$ cat src/rtl/cabac_ctx_ram_ctrl.sv
// CABAC context RF controller: slice-start init sweep, then read/write-back
// service with same-cycle write-to-read forwarding.
//
// Ports:
//   clk, rstn                 clock, async active-low reset
//   start_i                   pulse that (re)starts the init sweep
//   busy_o / done_o           init in progress / one pulse when init completes
//   init_idx_o, init_val_i    combinational init-table lookup
//   rd_req_i, rd_addr_i       context read request
//   rd_vld_o, rd_data_o       read response, one cycle later
//   wb_en_i, wb_addr_i,
//   wb_data_i                 context write-back
//   ram_r_*, ram_w_*          two-port register-file interface
module cabac_ctx_ram_ctrl #(
  parameter int CTX_W   = 7,
  parameter int ADDR_W  = 6,
  parameter int CTX_NUM = 64
) (
  input  logic              clk,
  input  logic              rstn,
  input  logic              start_i,
  output logic              busy_o,
  output logic              done_o,
  output logic [ADDR_W-1:0] init_idx_o,
  input  logic [CTX_W-1:0]  init_val_i,
  input  logic              rd_req_i,
  input  logic [ADDR_W-1:0] rd_addr_i,
  output logic              rd_vld_o,
  output logic [CTX_W-1:0]  rd_data_o,
  input  logic              wb_en_i,
  input  logic [ADDR_W-1:0] wb_addr_i,
  input  logic [CTX_W-1:0]  wb_data_i,
  output logic              ram_r_en_o,
  output logic [ADDR_W-1:0] ram_r_addr_o,
  input  logic [CTX_W-1:0]  ram_r_data_i,
  output logic              ram_w_en_o,
  output logic [ADDR_W-1:0] ram_w_addr_o,
  output logic [CTX_W-1:0]  ram_w_data_o
);

  typedef enum logic [1:0] {
    IDLE,
    INIT,
    READY
  } state_e;

  // One extra bit so CTX_NUM == 2**ADDR_W never wraps.
  localparam logic [ADDR_W:0] LAST = (ADDR_W+1)'(CTX_NUM - 1);

  state_e            state_q, state_d;
  logic [ADDR_W:0]   cnt_q, cnt_d;
  logic              done_q, done_d;
  logic              vld_q, vld_d;
  logic              fwd_q, fwd_d;
  logic [CTX_W-1:0]  fwd_data_q, fwd_data_d;
  logic              rd_go;

  always_ff @(posedge clk or negedge rstn) begin
    if (!rstn) begin
      state_q    <= IDLE;
      cnt_q      <= '0;
      done_q     <= 1'b0;
      vld_q      <= 1'b0;
      fwd_q      <= 1'b0;
      fwd_data_q <= '0;
    end else begin
      state_q    <= state_d;
      cnt_q      <= cnt_d;
      done_q     <= done_d;
      vld_q      <= vld_d;
      fwd_q      <= fwd_d;
      fwd_data_q <= fwd_data_d;
    end
  end

  always_comb begin
    state_d      = state_q;
    cnt_d        = cnt_q;
    done_d       = 1'b0;
    vld_d        = 1'b0;
    fwd_d        = 1'b0;
    fwd_data_d   = fwd_data_q;
    rd_go        = 1'b0;
    busy_o       = 1'b0;
    init_idx_o   = '0;
    ram_r_en_o   = 1'b0;
    ram_r_addr_o = '0;
    ram_w_en_o   = 1'b0;
    ram_w_addr_o = '0;
    ram_w_data_o = '0;
    unique case (state_q)
      IDLE: begin
        if (start_i) begin
          state_d = INIT;
          cnt_d   = '0;
        end
      end
      INIT: begin
        busy_o       = 1'b1;
        init_idx_o   = cnt_q[ADDR_W-1:0];
        ram_w_en_o   = 1'b1;
        ram_w_addr_o = cnt_q[ADDR_W-1:0];
        ram_w_data_o = init_val_i;
        if (start_i) begin
          cnt_d = '0;
        end else if (cnt_q == LAST) begin
          state_d = READY;
          cnt_d   = '0;
          done_d  = 1'b1;
        end else begin
          cnt_d = cnt_q + 1'b1;
        end
      end
      READY: begin
        // A read arriving with start_i is dropped; the sweep will
        // overwrite the context it would have returned.
        rd_go        = rd_req_i & ~start_i;
        ram_r_en_o   = rd_go;
        ram_r_addr_o = rd_addr_i;
        ram_w_en_o   = wb_en_i;
        ram_w_addr_o = wb_addr_i;
        ram_w_data_o = wb_data_i;
        vld_d        = rd_go;
        // RF reads old data on a same-address write; bypass it.
        if (rd_go && wb_en_i && (rd_addr_i == wb_addr_i)) begin
          fwd_d      = 1'b1;
          fwd_data_d = wb_data_i;
        end
        if (start_i) begin
          state_d = INIT;
          cnt_d   = '0;
        end
      end
      default: state_d = IDLE;
    endcase
  end

  assign done_o    = done_q;
  assign rd_vld_o  = vld_q;
  assign rd_data_o = fwd_q ? fwd_data_q : ram_r_data_i;

endmodule

$ cat config.mk
export PLATFORM = sky130hd
export DESIGN_NAME = cabac_ctx_ram_ctrl
export DESIGN_NICKNAME = d
export VERILOG_FILES = /design/src/rtl/cabac_ctx_ram_ctrl.sv
export SDC_FILE = /design/constraint.sdc
export NUM_CORES = 1
export LEC_CHECK = 0
export CORE_MARGIN = 8
export CORE_UTILIZATION = 25
export DETAILED_ROUTE_END_ITERATION = 8
export SLEW_MARGIN = 0
export SYNTH_ARGS = -nofsm -noshare
export SYNTH_HDL_FRONTEND = slang
export SYNTH_SLANG_ARGS = --single-unit
$ cat constraint.sdc
create_clock -name clk -period 3.25 [get_ports clk]
set_clock_uncertainty 0.1 [all_clocks]
set_input_delay 0.325 -clock clk [delete_from_list [all_inputs] [get_ports clk]]
set_output_delay 0.325 -clock clk [all_outputs]
set_load 0.005 [all_outputs]
==> results.cfg, run 1 <==
[worst_setup_path]
cp-start-kind = flip-flop
crit_path_max_fanout = 14
path_class = flip-flop to output pin
r2r_start = state_q[0]
cp.arrival_ps = 2190
endpoint_kind = output pin
critPathRequiredTime_ps = 2820
startpoint = state_q[0]

[detailed_routing]
vias_per_cell = 4.72
drtAntennaViolNets = 0
drt_pass1_iterations = 4
drcViolationCount = 0
wl_per_cell_microns = 16.6
via_count = 1377
first_iter_violations = 31
drt-total-wl_mm = 4.83

[power_and_ir_drop]
powerDensity_nw_per_um2 = 470
p_switching_uw = 387
ir_drop_v = 0.000302
leakage_uw = 0.000900
switching_share_pct = 36.5
intPower_uw = 672
p_seq_share_pct = 26.2
finalPower_uw = 1060
combPwrFrac_pct = 58.4
power.share.clock_pct = 15.4

[synthesis]
yosys_warnings = 0
syn_area_per_cell_sq_um = 9.37
synth_cell_types = 37
netlist_area_sq_um = 1400
seq_area_frac_synth_pct = 34.1
syn_nets = 193
ys_ff_latch = 19
syn_inst = 149

[sta]
drv_slew = 0
setup_slack_ps = 633
setup_viol = 0
max_clock_freq_mhz = 382
period_share_pct = 80.5
hold_violations = 0
tightest_slew_ps = 889
grt_setup_unrepaired = no
slew_headroom_pct = 40.5
finalCriticalPeriod_ps = 2620
setup_tns_ps = 0
holdWs_ps = 428

[placement]
placement.io_buffers = 74
finalWeightedCongestion = 0.792
dp_hpwl_mm = 3.82
place_area_sq_um = 2200
dp_slack_ps = 796

[floorplanning]
chipHeight_microns = 90.7
initial_core_util_pct = 25.7
dieArea_sq_um = 8230
rows = 27
ios = 75
dieWidth_microns = 90.7
core_area_sq_um = 5440

[global_routing]
grt_usage_pct = 11.5
grt-ovfl-total = 0
grt_antenna_before_repair = 0
grt_max_degree = 20
grt_pass1_wl_mm = 7.78
grt_pass1_vias = 1439

[worst_hold_path]
min_from = fwd_data_q[6]
hp-class = flip-flop to flip-flop

[final_layout]
design_area_sq_um = 2250
nNetsFinal = 265
final_cell_mix = 74 x clkdlybuf4s50_1, 19 x dfrtp_1, 15 x nor2b_1
layout-drive-gt1-share_pct = 10.9
area_delta_synth_final_pct = 61.2
diodes = 0
final_common_cell = clkdlybuf4s50_1

[clocking]
clkLatencyLatePin_ps = 250
cts.hold.buffers_added = 0
cts.sinks = 19
cts_made_buffers = 3
cts_setup_buffers = 0
cts_tree = built
clockBufferDepth = 2
htree_levels = 1
post_cts_resized = 0
ctsRootBufferMaster = clkbuf_8
clk_pin_slew_worst_paths_ps = 70

[flow_run]
drv_cap = 0

[outcome]
status = completed
## area by class of cell
| cell class | instances | area [sq um] |
|---|---|---|
| well taps | 72 | 90.1 |
| inverters | 5 | 18.8 |
| clock inverters | 1 | 5.00 |
| fillers | 545 | 3190 |
| multi-input cells | 115 | 857 |
| repair buffers | 77 | 763 |
| flip-flops and latches | 19 | 475 |
| clock buffers | 3 | 41.3 |
## through the flow
step / instances / util [%]
5_1_grt: 292 / 41.4
3_5_place_dp: 288 / 40.5
4_1_cts: 292 / 41.4
3_3_place_gp: 288 / 40.5
2_1_floorplan: 149 / -
6_report: 292 / 41.4
## sequential cells by signal (all words and copies together), names as in the netlist
register    flops
done_o          1
rd_vld_o        1
cnt_q           7
state_q         2
fwd_data_q      7
fwd_q           1
## kinds of logic after synthesis
kind of cell / after synthesis / synth area share, %
compound gates: 29 / 13.4
fa+ha+maj: 6 / 5.38
xor+xnor: 6 / 3.76
buf+inv: 15 / 4.57
flops: 19 / 34.1
mux: 16 / 14.7
simple gates: 58 / 24.1
## final timing paths
kind	end	slack, ps	depth (start not counted)
max	ram_w_addr_o[3]	630	6
min	fwd_data_q[6]	430	1
max reg2reg	fwd_data_q[1]	820	5
min reg2reg	fwd_data_q[6]	430	1
max in group asynchronous	fwd_data_q[5]	2030	1
min in group asynchronous	done_o	470	1
## routing by layer
layer | GRT usage, % | vias to the layer above | routed length (microns)
met3 | 4.82 | 2 | 458
met1 | 14.5 | 658 | 2200
met4 | 1.25 | 0 | 13
met2 | 18.3 | 53 | 2160
li1 | - | 664 | -
met5 | 0 | - | 0
## power by group through the flow
stage	clock, uW	sequential [uW]	combinational (uW)
after global placement	0	282	624
after global routing	184	280	689
final	163	278	619
after floorplan	0	276	329
after detailed placement	0	282	629
after CTS	171	277	633
## cell usage after synthesis
master | n | area share [%]
nor3_1 | 2 | 0.72
nor3b_1 | 1 | 0.54
and2_1 | 9 | 4.0
xnor2_1 | 5 | 3.1
nor4_1 | 2 | 0.90
a21o_1 | 1 | 0.54
a21oi_1 | 11 | 3.9
and2_2 | 1 | 0.54
nand3b_1 | 2 | 1.1
nand2b_1 | 1 | 0.45
o41ai_1 | 1 | 0.63
clkbuf_1 | 9 | 2.4
nor4b_1 | 1 | 0.63
o32ai_1 | 2 | 1.3
mux2_2 | 8 | 6.5
or2_2 | 1 | 0.45
and3_1 | 1 | 0.45
or4_1 | 1 | 0.54
nand4b_1 | 1 | 0.63
or3_1 | 1 | 0.45
mux2_4 | 7 | 7.5
o21ai_0 | 3 | 1.1
xor2_1 | 1 | 0.63
nor2b_1 | 15 | 6.7
nor2_1 | 7 | 1.9
a32o_1 | 1 | 0.72
nand2_1 | 5 | 1.3
inv_1 | 5 | 1.3
ha_1 | 6 | 5.4
and3b_1 | 1 | 0.63
o21a_1 | 1 | 0.54
mux2i_1 | 1 | 0.72
nand3_1 | 6 | 2.2
dfrtp_1 | 19 | 34
a22oi_1 | 8 | 4.3
a31oi_1 | 1 | 0.45
buf_6 | 1 | 0.81
## critical path: stages (launching register included)
cell and delay [ps]:
dfrtp_1 430, inv_1 100, ha_1 410, buf_4 270
a21oi_1 80, nor2b_1 120, clkdlybuf4s50_1 520
(Power assumes the default switching activity.)
==> inputs of run 2 (changes only) <==
==> constraint.sdc (replaced) <==
create_clock -name clk -period 2.3 [get_ports clk]
set_clock_uncertainty 0.1 [all_clocks]
set_input_delay 0.23 -clock clk [delete_from_list [all_inputs] [get_ports clk]]
set_output_delay 0.23 -clock clk [all_outputs]
set_load 0.005 [all_outputs]
==> run 2 against run 1 <==
Net effect:
- final cell count is 2.4% higher
- sequential cell count stayed put
- global-route usage is 0.28 points lower
- critical path depth stayed put
- die area stayed put
- clock power is 44% higher
- largest power group unchanged
- sequential share of layout area is 1.0 points lower
- routed wire length is 1.3% lower
- non-clock buffer count is 7 higher
- first-iteration DRC count is 13% lower
- worst setup slack worse by 520 ps
==> results.cfg, run 2 (same netlist as run 1, synthesis figures left out) <==
[flow_run]
drv_cap = 0

[detailed_routing]
first_iter_violations = 27
via_count = 1392
drt_pass1_iterations = 4
drcViolationCount = 0
drtAntennaViolNets = 0
vias_per_cell = 4.66
drt-total-wl_mm = 4.77
wl_per_cell_microns = 15.9

[worst_setup_path]
endpoint_kind = output pin
startpoint = state_q[0]
critPathRequiredTime_ps = 1970
r2r_cells = 6
path_class = flip-flop to output pin
crit_path_max_fanout = 13
crit_end = ram_w_data_o[4]
r2r_start = state_q[0]
cp-start-kind = flip-flop
r2r_slack_ps = 280
reg2reg_to = fwd_data_q[1]
cp.arrival_ps = 1850

[sta]
tightest_slew_ps = 319
slew_headroom_pct = 78.5
setup_slack_ps = 117
finalCriticalPeriod_ps = 2180
max_clock_freq_mhz = 458
setup_tns_ps = 0
hold_violations = 0
period_share_pct = 94.9
setup_viol = 0
drv_slew = 0

[final_layout]
final_cell_mix = 68 x clkdlybuf4s50_1, 18 x dfrtp_1, 15 x nor2b_1
layout-drive-gt1-share_pct = 17.6
top_regs = cnt_q x7, fwd_data_q x7, state_q x2
area_delta_synth_final_pct = 69.9
nNetsFinal = 272
final_common_cell = clkdlybuf4s50_1
diodes = 0
final_util_pct = 43.6

[placement]
dp_hpwl_mm = 3.79
finalWeightedCongestion = 0.833
placement.io_buffers = 74
dp_slack_ps = 64.4

[floorplanning]
chipHeight_microns = 90.7
dieWidth_microns = 90.7
dieArea_sq_um = 8230
initial_core_util_pct = 25.7
rows = 27
ios = 75
core_area_sq_um = 5440

[power_and_ir_drop]
leakage_uw = 0.00104
p_switching_uw = 584
ir_drop_v = 0.000451
powerDensity_nw_per_um2 = 688
switching_share_pct = 35.8
finalPower_uw = 1630
intPower_uw = 1050
combPwrFrac_pct = 61.5
p_seq_share_pct = 24.2
power.share.clock_pct = 14.3

[clocking]
cts.hold.buffers_added = 0
cts_tree = built
cts.sinks = 19
htree_levels = 1
cts_made_buffers = 3
clkLatencyLatePin_ps = 250
clk_pin_slew_worst_paths_ps = 70
clockBufferDepth = 2
ctsRootBufferMaster = clkbuf_8

[global_routing]
grt-ovfl-total = 0
grt_pass1_wl_mm = 7.55
grt_usage_pct = 11.2
grt_pass1_vias = 1446
grt_antenna_before_repair = 0
grt_max_degree = 20

[worst_hold_path]
hp-class = input pin to async pin

[outcome]
status = completed
run 2: per-layer routing:
metal	global-route usage (%)	up-vias	wire length, microns
li1	-	686	-
met1	15.0	649	2310
met2	17.4	53	2100
met3	3.08	4	321
met4	2.50	0	30
met5	0	-	0
run 2: what timing repair did:
action | 4_1_cts | 5_1_grt
buffers inserted | 0 | 2
gates resized for setup | 6 | 16
pin swaps | 0 | 0
setup endpoints to repair | 14 | 15
run 2: through the flow:
step / area (sq um) / hold WS [ps] / cells
2_1_floorplan: 1400 / -166 / 149
3_3_place_gp: 2240 / 402 / 293
3_5_place_dp: 2240 / 399 / 293
4_1_cts: 2300 / 225 / 297
5_1_grt: 2370 / 250 / 299
6_report: 2370 / 221 / 299
run 2: power groups by stage:
| stage | clock network [uW] | registers (uW) | logic (uW) |
|---|---|---|---|
| floorplan | 0 | 390 | 465 |
| global placement | 0 | 398 | 915 |
| detailed placement | 0 | 396 | 909 |
| CTS | 245 | 391 | 926 |
| global route | 267 | 399 | 1100 |
| finish | 234 | 394 | 1000 |
run 2: layout make-up:
class | count | area [sq um]
multi-input combinational | 115 | 900
tap | 72 | 90.1
timing repair buffer | 84 | 842
inverter | 5 | 18.8
clock buffer | 4 | 45.0
sequential | 19 | 477
fill | 536 | 3070
run 2: critical path: stages (launching register included):
cell and delay [ps]:
dfrtp_2 440, inv_2 110, ha_4 160, buf_8 140, a22oi_1 90, nor2b_1 130
clkdlybuf4s50_1 520
run 2: worst min-delay path by stage:
stage,slack [ps],start,to
after floorplan,-170,rstn,cnt_q[0]
after global placement,400,cnt_q[6],cnt_q[6]
after detailed placement,400,fwd_data_q[3],fwd_data_q[3]
after CTS,220,rstn,fwd_data_q[4]
after global routing,250,rstn,fwd_data_q[3]
final,220,rstn,fwd_data_q[1]
==> inputs of run 3 (changes only) <==
==> constraint.sdc (replaced) <==
create_clock -name clk -period 2.3 [get_ports clk]
set_clock_uncertainty 0.1 [all_clocks]
set_input_delay 0.46 -clock clk [delete_from_list [all_inputs] [get_ports clk]]
set_output_delay 0.46 -clock clk [all_outputs]
set_load 0.005 [all_outputs]
==> run 3 against run 2 <==
Net effect:
- core utilization is 1.3 points higher
- die area stayed put
- global-route usage is 0.11 points lower
- largest power group unchanged
- highest routed layer unchanged
==> results.cfg, run 3 (same netlist as run 1, synthesis figures left out) <==
[final_layout]
design_area_sq_um = 2440
layout-drive-gt1-share_pct = 21.9
multiInputGateArea_sq_um = 910
nNetsFinal = 282
final_common_cell = clkdlybuf4s50_1
final_util_pct = 44.9
area_delta_synth_final_pct = 75.0
top_regs = cnt_q x7, fwd_data_q x7, state_q x2
fillers = 529
diodes = 0
seqCellArea_sq_um = 475
final_cell_mix = 53 x clkdlybuf4s50_1, 19 x dfrtp_1, 17 x buf_4

[floorplanning]
core_area_sq_um = 5440
dieWidth_microns = 90.7
initial_core_util_pct = 25.7
dieArea_sq_um = 8230
chipHeight_microns = 90.7
rows = 27
ios = 75

[placement]
placement.io_buffers = 74
finalWeightedCongestion = 0.844
dp_hpwl_mm = 3.83
place_area_sq_um = 2310

[detailed_routing]
drcViolationCount = 0
first_iter_violations = 37
drt-total-wl_mm = 4.82
vias_per_cell = 4.61
via_count = 1424
drtAntennaViolNets = 0
wl_per_cell_microns = 15.6
drt_pass1_iterations = 4

[clocking]
clkLatencyLatePin_ps = 260
cts_tree = built
clk_pin_slew_worst_paths_ps = 80
htree_levels = 1
clockBufferDepth = 2
cts.sinks = 19
cts_made_buffers = 3
ctsRootBufferMaster = clkbuf_8

[worst_setup_path]
crit_path_max_fanout = 14
path_class = flip-flop to output pin
crit_path_cell_trace = inv_2 > ha_4 > buf_12 > and2_4 > clkdlybuf4s50_1
endpoint_kind = output pin
slowest_delay_ps = 500
critPathRequiredTime_ps = 1740
cp-start-kind = flip-flop
cp.arrival_ps = 1680
cp_slowest_cell = clkdlybuf4s50_1

[global_routing]
grt-ovfl-total = 0
grt_usage_pct = 11.1
grt_antenna_before_repair = 0
grt_pass1_vias = 1461
grt_pass1_wl_mm = 7.63
grt_max_degree = 20

[sta]
max_clock_freq_mhz = 445
setup_tns_ps = 0
slew_headroom_pct = 78.9
finalCriticalPeriod_ps = 2240
grt_setup_unrepaired = yes
setup_viol = 0
tightest_slew_ps = 313
period_share_pct = 97.6
hold_violations = 0
drv_slew = 0

[worst_hold_path]
hp-class = flip-flop to flip-flop

[power_and_ir_drop]
leakage_uw = 0.00114
powerDensity_nw_per_um2 = 683
ir_drop_v = 0.000546

[flow_run]
drv_cap = 0

[outcome]
status = completed
==> run 3: path summary, 6_finish.rpt <==
kind                          startpoint             to  slack (ps)  cells past startpoint
min                        fwd_data_q[5]  fwd_data_q[5]         410                      1
max                           state_q[1]  init_idx_o[5]          60                      5
min reg2reg                fwd_data_q[5]  fwd_data_q[5]         410                      1
min in group asynchronous           rstn       cnt_q[5]         450                      2
max in group asynchronous           rstn  fwd_data_q[5]        1430                      2
max reg2reg                   state_q[0]  fwd_data_q[2]         200                      7
==> run 3: report_power, final <==
| group | leakage [uW] | switching [uW] | internal [uW] |
|---|---|---|---|
| sequential | 0.000262 | 27.9 | 361 |
| clock | 0.0000228 | 108 | 123 |
| combinational | 0.000854 | 467 | 582 |
| total | 0.00114 | 603 | 1070 |
==> run 3: area by class of cell <==
class,instances,share of cell area [%]
clock buffers,4,1.84
repair buffers,94,37.0
multi-input cells,115,37.2
flip-flops and latches,19,19.5
inverters,5,0.768
well taps,72,3.69
==> run 3: per-stage QoR <==
stage	power (uW)	instances	setup slack, ps	hold slack, ps
CTS	1640	307	13.8	419
finish	1670	309	55.3	414
floorplan	855	149	334	64.4
global placement	1390	301	-161	403
global route	1800	309	-7.07	433
detailed placement	1390	301	-166	400
==> run 3: what timing repair did <==
item,in CTS,in global routing
gates resized for setup,28,11
pin swaps,2,0
setup buffers,2,2
hold endpoints to repair,0,0
endpoints found under the setup margin,27,11
hold buffers,0,0
==> run 3: layer usage <==
| layer | up-vias | wire length, microns | track usage (%) |
|---|---|---|---|
| met3 | 2 | 452 | 4.74 |
| li1 | 704 | - | - |
| met2 | 53 | 2190 | 18.3 |
| met1 | 665 | 2180 | 13.6 |
| met4 | 0 | 8 | 0.832 |
| met5 | - | 0 | 0 |
==> run 3: critical path, delay by kind of cell, from the launching register on <==
family                   cells  cell delay, ps
adder cells (fa/ha/maj)      1             150
buffers and inverters        3             720
flip-flops                   1             400
AND/OR/NAND/NOR              1             160
